`config.mk`:
```
export PLATFORM = sky130hd
export DESIGN_NAME = y86_fetch_unit
export DESIGN_NICKNAME = d
export VERILOG_FILES = /design/src/rtl/y86_pkg.sv /design/src/rtl/y86_imem_byte_port.sv /design/src/rtl/y86_fetch_unit.sv
export SDC_FILE = /design/constraint.sdc
export NUM_CORES = 1
export LEC_CHECK = 0
export BUFFER_PORTS_ARGS = -buffer_cell sky130_fd_sc_hd__buf_2
export CAP_MARGIN = 0
export CORE_MARGIN = 2
export CORE_UTILIZATION = 30
export CTS_CLUSTER_DIAMETER = 120
export DETAILED_ROUTE_END_ITERATION = 10
export SLEW_MARGIN = 0
export SYNTH_ARGS = -nofsm -noshare
export SYNTH_HDL_FRONTEND = slang
export SYNTH_SLANG_ARGS = --single-unit
```
`constraint.sdc`:
```
create_clock -name clk -period 7.5 [get_ports clk]
set_input_delay 0.375 -clock clk [delete_from_list [all_inputs] [get_ports clk]]
set_output_delay 0.375 -clock clk [all_outputs]
set_load 0.01 [all_outputs]
```
`src/rtl/y86_pkg.sv`:
```
// Shared Y86-64 definitions: instruction codes, status codes and field-presence helpers.
// Decode and execute reuse these.
package y86_pkg;

    localparam logic [3:0] I_HALT   = 4'h0;
    localparam logic [3:0] I_NOP    = 4'h1;
    localparam logic [3:0] I_RRMOVQ = 4'h2;
    localparam logic [3:0] I_IRMOVQ = 4'h3;
    localparam logic [3:0] I_RMMOVQ = 4'h4;
    localparam logic [3:0] I_MRMOVQ = 4'h5;
    localparam logic [3:0] I_OPQ    = 4'h6;
    localparam logic [3:0] I_JXX    = 4'h7;
    localparam logic [3:0] I_CALL   = 4'h8;
    localparam logic [3:0] I_RET    = 4'h9;
    localparam logic [3:0] I_PUSHQ  = 4'hA;
    localparam logic [3:0] I_POPQ   = 4'hB;

    localparam logic [2:0] S_AOK = 3'd1;
    localparam logic [2:0] S_HLT = 3'd2;
    localparam logic [2:0] S_ADR = 3'd3;
    localparam logic [2:0] S_INS = 3'd4;

    localparam logic [3:0] RNONE = 4'hF;

    typedef enum logic [2:0] {
        ST_IDLE,
        ST_FETCH_OP,
        ST_FETCH_REG,
        ST_FETCH_C,
        ST_OUT,
        ST_WAIT_PC,
        ST_HALTED
    } fetch_state_e;

    function automatic logic need_regids(input logic [3:0] icode);
        case (icode)
            I_RRMOVQ, I_IRMOVQ, I_RMMOVQ, I_MRMOVQ,
            I_OPQ, I_PUSHQ, I_POPQ: return 1'b1;
            default:                return 1'b0;
        endcase
    endfunction

    function automatic logic need_valC(input logic [3:0] icode);
        case (icode)
            I_IRMOVQ, I_RMMOVQ, I_MRMOVQ, I_JXX, I_CALL: return 1'b1;
            default:                                   return 1'b0;
        endcase
    endfunction

endpackage

```
`src/rtl/y86_imem_byte_port.sv`:
```
// Byte read port: drives the req/ack handshake for one byte and rejects addresses
// beyond the instruction memory without ever issuing them.
module y86_imem_byte_port #(
    parameter int MEM_BYTES = 4096
) (
    input  logic        rd_en,
    input  logic [63:0] rd_addr,
    output logic        rsp_valid,
    output logic        rsp_err,
    output logic [7:0]  rsp_data,
    output logic        imem_req,
    output logic [63:0] imem_addr,
    input  logic [7:0]  imem_rdata,
    input  logic        imem_ack,
    input  logic        imem_err
);

    logic in_range;

    // rd_addr comes straight from registered pc/byte counter, so req and addr hold
    // until the fetch FSM advances on rsp_valid.
    always_comb begin
        in_range  = rd_addr < 64'(MEM_BYTES);
        imem_req  = rd_en & in_range;
        imem_addr = imem_req ? rd_addr : 64'd0;
        rsp_valid = rd_en & (~in_range | imem_ack | imem_err);
        rsp_err   = rd_en & (~in_range | imem_err);
        rsp_data  = imem_rdata;
    end

endmodule

```
`src/rtl/y86_fetch_unit.sv`:
```
// Multi-cycle Y86-64 fetch: reads instruction bytes one per handshake, assembles
// icode/ifun/rA/rB/valC/valP/stat and hands them downstream.
module y86_fetch_unit
    import y86_pkg::*;
#(
    parameter int MEM_BYTES = 4096
) (
    input  logic        clk,
    input  logic        rst,
    input  logic        start,
    input  logic [63:0] start_pc,
    output logic        imem_req,
    output logic [63:0] imem_addr,
    input  logic [7:0]  imem_rdata,
    input  logic        imem_ack,
    input  logic        imem_err,
    output logic        out_valid,
    input  logic        out_ready,
    output logic [3:0]  icode,
    output logic [3:0]  ifun,
    output logic [3:0]  rA,
    output logic [3:0]  rB,
    output logic [63:0] valC,
    output logic [63:0] valP,
    output logic [2:0]  stat,
    input  logic        pc_load,
    input  logic [63:0] pc_new,
    output logic        busy
);

    fetch_state_e state_q, state_d;
    logic [63:0]  pc_q, pc_d, valc_q, valc_d, valp_q, valp_d;
    logic [3:0]   icode_q, icode_d, ifun_q, ifun_d, ra_q, ra_d, rb_q, rb_d;
    logic [2:0]   stat_q, stat_d, cnt_q, cnt_d;
    logic         rd_en, rsp_valid, rsp_err;
    logic [7:0]   rsp_data;
    logic [3:0]   byte_off, op_icode;

    y86_imem_byte_port #(.MEM_BYTES(MEM_BYTES)) u_port (
        .rd_en     (rd_en),
        .rd_addr   (pc_q + {60'd0, byte_off}),
        .rsp_valid (rsp_valid),
        .rsp_err   (rsp_err),
        .rsp_data  (rsp_data),
        .imem_req  (imem_req),
        .imem_addr (imem_addr),
        .imem_rdata(imem_rdata),
        .imem_ack  (imem_ack),
        .imem_err  (imem_err)
    );

    always_comb begin
        state_d  = state_q;
        pc_d     = pc_q;
        valc_d   = valc_q;
        valp_d   = valp_q;
        icode_d  = icode_q;
        ifun_d   = ifun_q;
        ra_d     = ra_q;
        rb_d     = rb_q;
        stat_d   = stat_q;
        cnt_d    = cnt_q;
        op_icode = rsp_data[7:4];
        rd_en    = (state_q == ST_FETCH_OP) || (state_q == ST_FETCH_REG) ||
                   (state_q == ST_FETCH_C);
        case (state_q)
            ST_FETCH_REG: byte_off = 4'd1;
            ST_FETCH_C:   byte_off = 4'd1 + {3'd0, need_regids(icode_q)} + {1'b0, cnt_q};
            default:      byte_off = 4'd0;
        endcase

        case (state_q)
            ST_IDLE: begin
                if (start) begin
                    pc_d    = start_pc;
                    state_d = ST_FETCH_OP;
                end
            end
            ST_FETCH_OP: begin
                if (rsp_valid) begin
                    if (rsp_err) begin
                        stat_d  = S_ADR;
                        state_d = ST_OUT;
                    end else begin
                        icode_d = op_icode;
                        ifun_d  = rsp_data[3:0];
                        valp_d  = pc_q + 64'd1 + {63'd0, need_regids(op_icode)} +
                                  (need_valC(op_icode) ? 64'd8 : 64'd0);
                        if (op_icode > I_POPQ) begin
                            stat_d  = S_INS;
                            state_d = ST_OUT;
                        end else if (need_regids(op_icode)) begin
                            state_d = ST_FETCH_REG;
                        end else if (need_valC(op_icode)) begin
                            cnt_d   = 3'd0;
                            state_d = ST_FETCH_C;
                        end else begin
                            if (op_icode == I_HALT) stat_d = S_HLT;
                            state_d = ST_OUT;
                        end
                    end
                end
            end
            ST_FETCH_REG: begin
                if (rsp_valid) begin
                    if (rsp_err) begin
                        stat_d  = S_ADR;
                        state_d = ST_OUT;
                    end else begin
                        ra_d    = rsp_data[7:4];
                        rb_d    = rsp_data[3:0];
                        cnt_d   = 3'd0;
                        state_d = need_valC(icode_q) ? ST_FETCH_C : ST_OUT;
                    end
                end
            end
            ST_FETCH_C: begin
                if (rsp_valid) begin
                    if (rsp_err) begin
                        stat_d  = S_ADR;
                        state_d = ST_OUT;
                    end else begin
                        valc_d[{cnt_q, 3'b000} +: 8] = rsp_data;
                        cnt_d = cnt_q + 3'd1;
                        if (cnt_q == 3'd7) state_d = ST_OUT;
                    end
                end
            end
            ST_OUT: begin
                if (out_ready) state_d = (stat_q == S_AOK) ? ST_WAIT_PC : ST_HALTED;
            end
            ST_WAIT_PC: begin
                // Fields return to their reset values so a short instruction never
                // carries stale rA/rB/valC from the previous one.
                if (pc_load) begin
                    pc_d    = pc_new;
                    valc_d  = 64'd0;
                    valp_d  = 64'd0;
                    icode_d = I_HALT;
                    ifun_d  = 4'd0;
                    ra_d    = RNONE;
                    rb_d    = RNONE;
                    stat_d  = S_AOK;
                    cnt_d   = 3'd0;
                    state_d = ST_FETCH_OP;
                end
            end
            default: state_d = state_q;
        endcase
    end

    always_ff @(posedge clk) begin
        if (rst) begin
            state_q <= ST_IDLE;
            pc_q    <= 64'd0;
            valc_q  <= 64'd0;
            valp_q  <= 64'd0;
            icode_q <= I_HALT;
            ifun_q  <= 4'd0;
            ra_q    <= RNONE;
            rb_q    <= RNONE;
            stat_q  <= S_AOK;
            cnt_q   <= 3'd0;
        end else begin
            state_q <= state_d;
            pc_q    <= pc_d;
            valc_q  <= valc_d;
            valp_q  <= valp_d;
            icode_q <= icode_d;
            ifun_q  <= ifun_d;
            ra_q    <= ra_d;
            rb_q    <= rb_d;
            stat_q  <= stat_d;
            cnt_q   <= cnt_d;
        end
    end

    assign out_valid = (state_q == ST_OUT);
    assign busy      = (state_q != ST_IDLE) && (state_q != ST_HALTED);
    assign icode     = icode_q;
    assign ifun      = ifun_q;
    assign rA        = ra_q;
    assign rB        = rb_q;
    assign valC      = valc_q;
    assign valP      = valp_q;
    assign stat      = stat_q;

endmodule

```
==> results_dict.tcl <==
set metrics [dict create \
    worst_ep_required_time_ns 7.97 \
    rsz0062_at_grt "no" \
    synth_top_family_by_area "simple AND/OR/NAND/NOR gates" \
    dpl.hpwl_um 30300 \
    die_area_um2 40200 \
    min_period_ns 6.15 \
    diodes 0 \
    wl_per_cell_um 18.8 \
    critPathBufInv 2 \
    drv_slew 0 \
    synth_ff_type "dfxtp_1" \
    synth.largest_area_cell "dfxtp_1" \
    grt_max_degree 97 \
    rows 71 \
    cts-root-buf "clkbuf_16" \
    clk_pin_slew_ns 0.06 \
    netlist_area_um2 11600 \
    initial_utilization_pct 30.6 \
    p_leak_nw 5.76 \
    postSynthCellCount 1422 \
    cts_hold_buf 0 \
    io_buffers 304 \
    max_freq_mhz 163 \
    overflow 0 \
    crit_path_cell_trace "inv_1, ha_1, a21oi_1, ha_1, inv_1, fa_1, nand2b_1, a2111oi_4, nand3_1, a211oi_1, o2111ai_1, nor4_1, nand4_1, or4_4, nand2_2, mux2i_1" \
    htreeDepth 1 \
    hold_violations 0 \
    start_kind "register" \
    gp_congestion 0.919 \
    yosys.cell_types.count 74 \
    antenna_found_initial 0 \
    num-fill-cells 4012 \
    cts_inserted_buffers 25 \
    hold-worst-slack_ns 0.0757 \
    slowest_delay_ns 0.79 \
    drt_wl_total_um 41000 \
    yosys-top-cells-area "dfxtp_1 38%, nand2_1 6.4%, a311oi_1 4.9%, nor2_1 4.5%, buf_4 3.6%" \
    ys_warn_count 0 \
    cts_tree "yes" \
    clock_sinks 217 \
    worst_slew_pin_slew_ns 1.23 \
    nNetsFinal 1816 \
    num_io_pins 357 \
    final_common_cell "buf_2" \
    yosys.area_share.simple_pct 26.1 \
    vias 11500 \
    setup_violations 0 \
    syn_area_per_cell_um2 8.15 \
    post_cts_resized 0 \
    synth_fa_ha_area_share_pct 1.90 \
    final.period_utilization_pct 82.0 \
    synth_xor_area_share_pct 3.55 \
    ir_drop_mv 0.129 \
    cts_max_path_buffers 3 \
    maxCapViolCount 0 \
    synth_compound_area_share_pct 20.7 \
    p_per_area_nw_per_um2 221 \
    crit_slowest_cell "or4_4" \
    min_path_type "in2reg" \
    ys_seq_elements 217 \
    initialDrtViolationCount 785 \
    synth_edf_count 0 \
    drc 0 \
    grt_pass1_wl_um 62400 \
    final_cell_mix "303 x buf_2, 217 x dfxtp_1, 195 x nand2_1" \
    cp.arrival_ns 6.62 \
    end_kind "register" \
    syn_to_final_growth_pct 20.6 \
    maxSlewHeadroom_pct 17.9 \
    dieHeight_um 200 \
    crit_fanout 53 \
    synth_top_cell_area_share_pct 37.5 \
    crit_family "simple AND/OR/NAND/NOR gates" \
    vias_per_cell 5.26 \
    ant_nets 0 \
    grt_pass1_vias 10800 \
    cts_setup_buffers 0 \
    synth_mux_area_share_pct 1.56 \
    final.setup.tns_ns 0 \
    die_x_um 200 \
    drive_gt1_share_pct 23.1 \
    outcome "completed" \
    async_flop_share_pct 0 \
    ys_seq_area_share_pct 37.5 \
    grt_usage_pct 19.4 \
    first_pass_iters 5 \
    fin_skew_ns 0.0122 \
    core_area_um2 37800 \
    path_class "reg2reg" \
    insertion_delay_ns 0.56 \
]
[worst min-delay path: stages]
cell and delay [ns]:
buf_2 0.09, nand2_1 0.04, a311oi_1 0.07
[cell usage after synthesis, types with 17 or more instances]
master,instances
xnor2_1,22
mux2i_1,18
nor3_1,31
nand4_1,47
nor4_1,24
a21oi_1,56
buf_2,20
clkbuf_1,72
o21a_1,55
a311oi_1,65
inv_1,46
nand3_1,75
buf_4,56
xor2_1,25
o32ai_1,18
and3_1,17
dfxtp_1,217
nand2_1,196
nor2_1,138
[cell type report]
type	count	area, um2	share of cell area [%]
Clock buffer	34	699	5.01
Clock inverter	8	60.1	0.430
Inverter	46	173	1.24
Multi-Input combinational cell	1052	6450	46.2
Sequential cell	217	4340	31.1
Tap cell	511	639	4.58
Timing Repair Buffer	314	1600	11.4
[registers in the layout, summed over array words and instances (netlist names), 4 cells and up]
name and cells:
rB 4, valC 64, ifun 4, valP 64, icode 4, rA 4, pc_q 64
[layer usage]
metal / wire (um) / vias up / global-route usage (%)
li1: - / 5531 / -
met1: 17500 / 5365 / 25.3
met2: 18600 / 505 / 31.6
met3: 3300 / 82 / 4.07
met4: 1600 / 0 / 6.88
met5: 0 / - / 0
[path summary, 6_finish.rpt]
| check | slack (ns) | cells after the start | end | start |
|---|---|---|---|---|
| worst max-delay path | 1.35 | 16 | valP[11] | cnt_q[0] |
| worst min-delay path | 0.08 | 3 | pc_q[13] | pc_new[13] |
| worst max register to register | 1.35 | 16 | valP[11] | cnt_q[0] |
| worst min register to register | 0.46 | 2 | valC[33] | valC[33] |
[power by group]
part	switching, mW	internal [mW]	total, mW
Sequential	0.168	1.24	1.40
Combinational	0.321	0.214	0.535
Clock	0.500	0.652	1.15
[per-stage QoR]
step           util [%]  std cells  setup slack (ns)  cell area, um2  power [mW]
2_1_floorplan         -       1473              2.86           11800        1.77
3_3_place_gp       34.9       2140              1.50           13200        1.95
3_5_place_dp       34.9       2140              1.36           13200        1.96
4_1_cts            36.9       2182              1.34           14000        3.12
5_1_grt            36.9       2182             0.772           14000        3.25
6_report           36.9       2182              1.35           14000        3.09
[cell families after synthesis]
family          after synthesis
simple gates                607
compound gates              311
flops                       217
buf+inv                     204
xor+xnor                     47
mux                          18
fa+ha+maj                    17
other cells                   1
No activity file was read; power rests on OpenSTA's default activity.
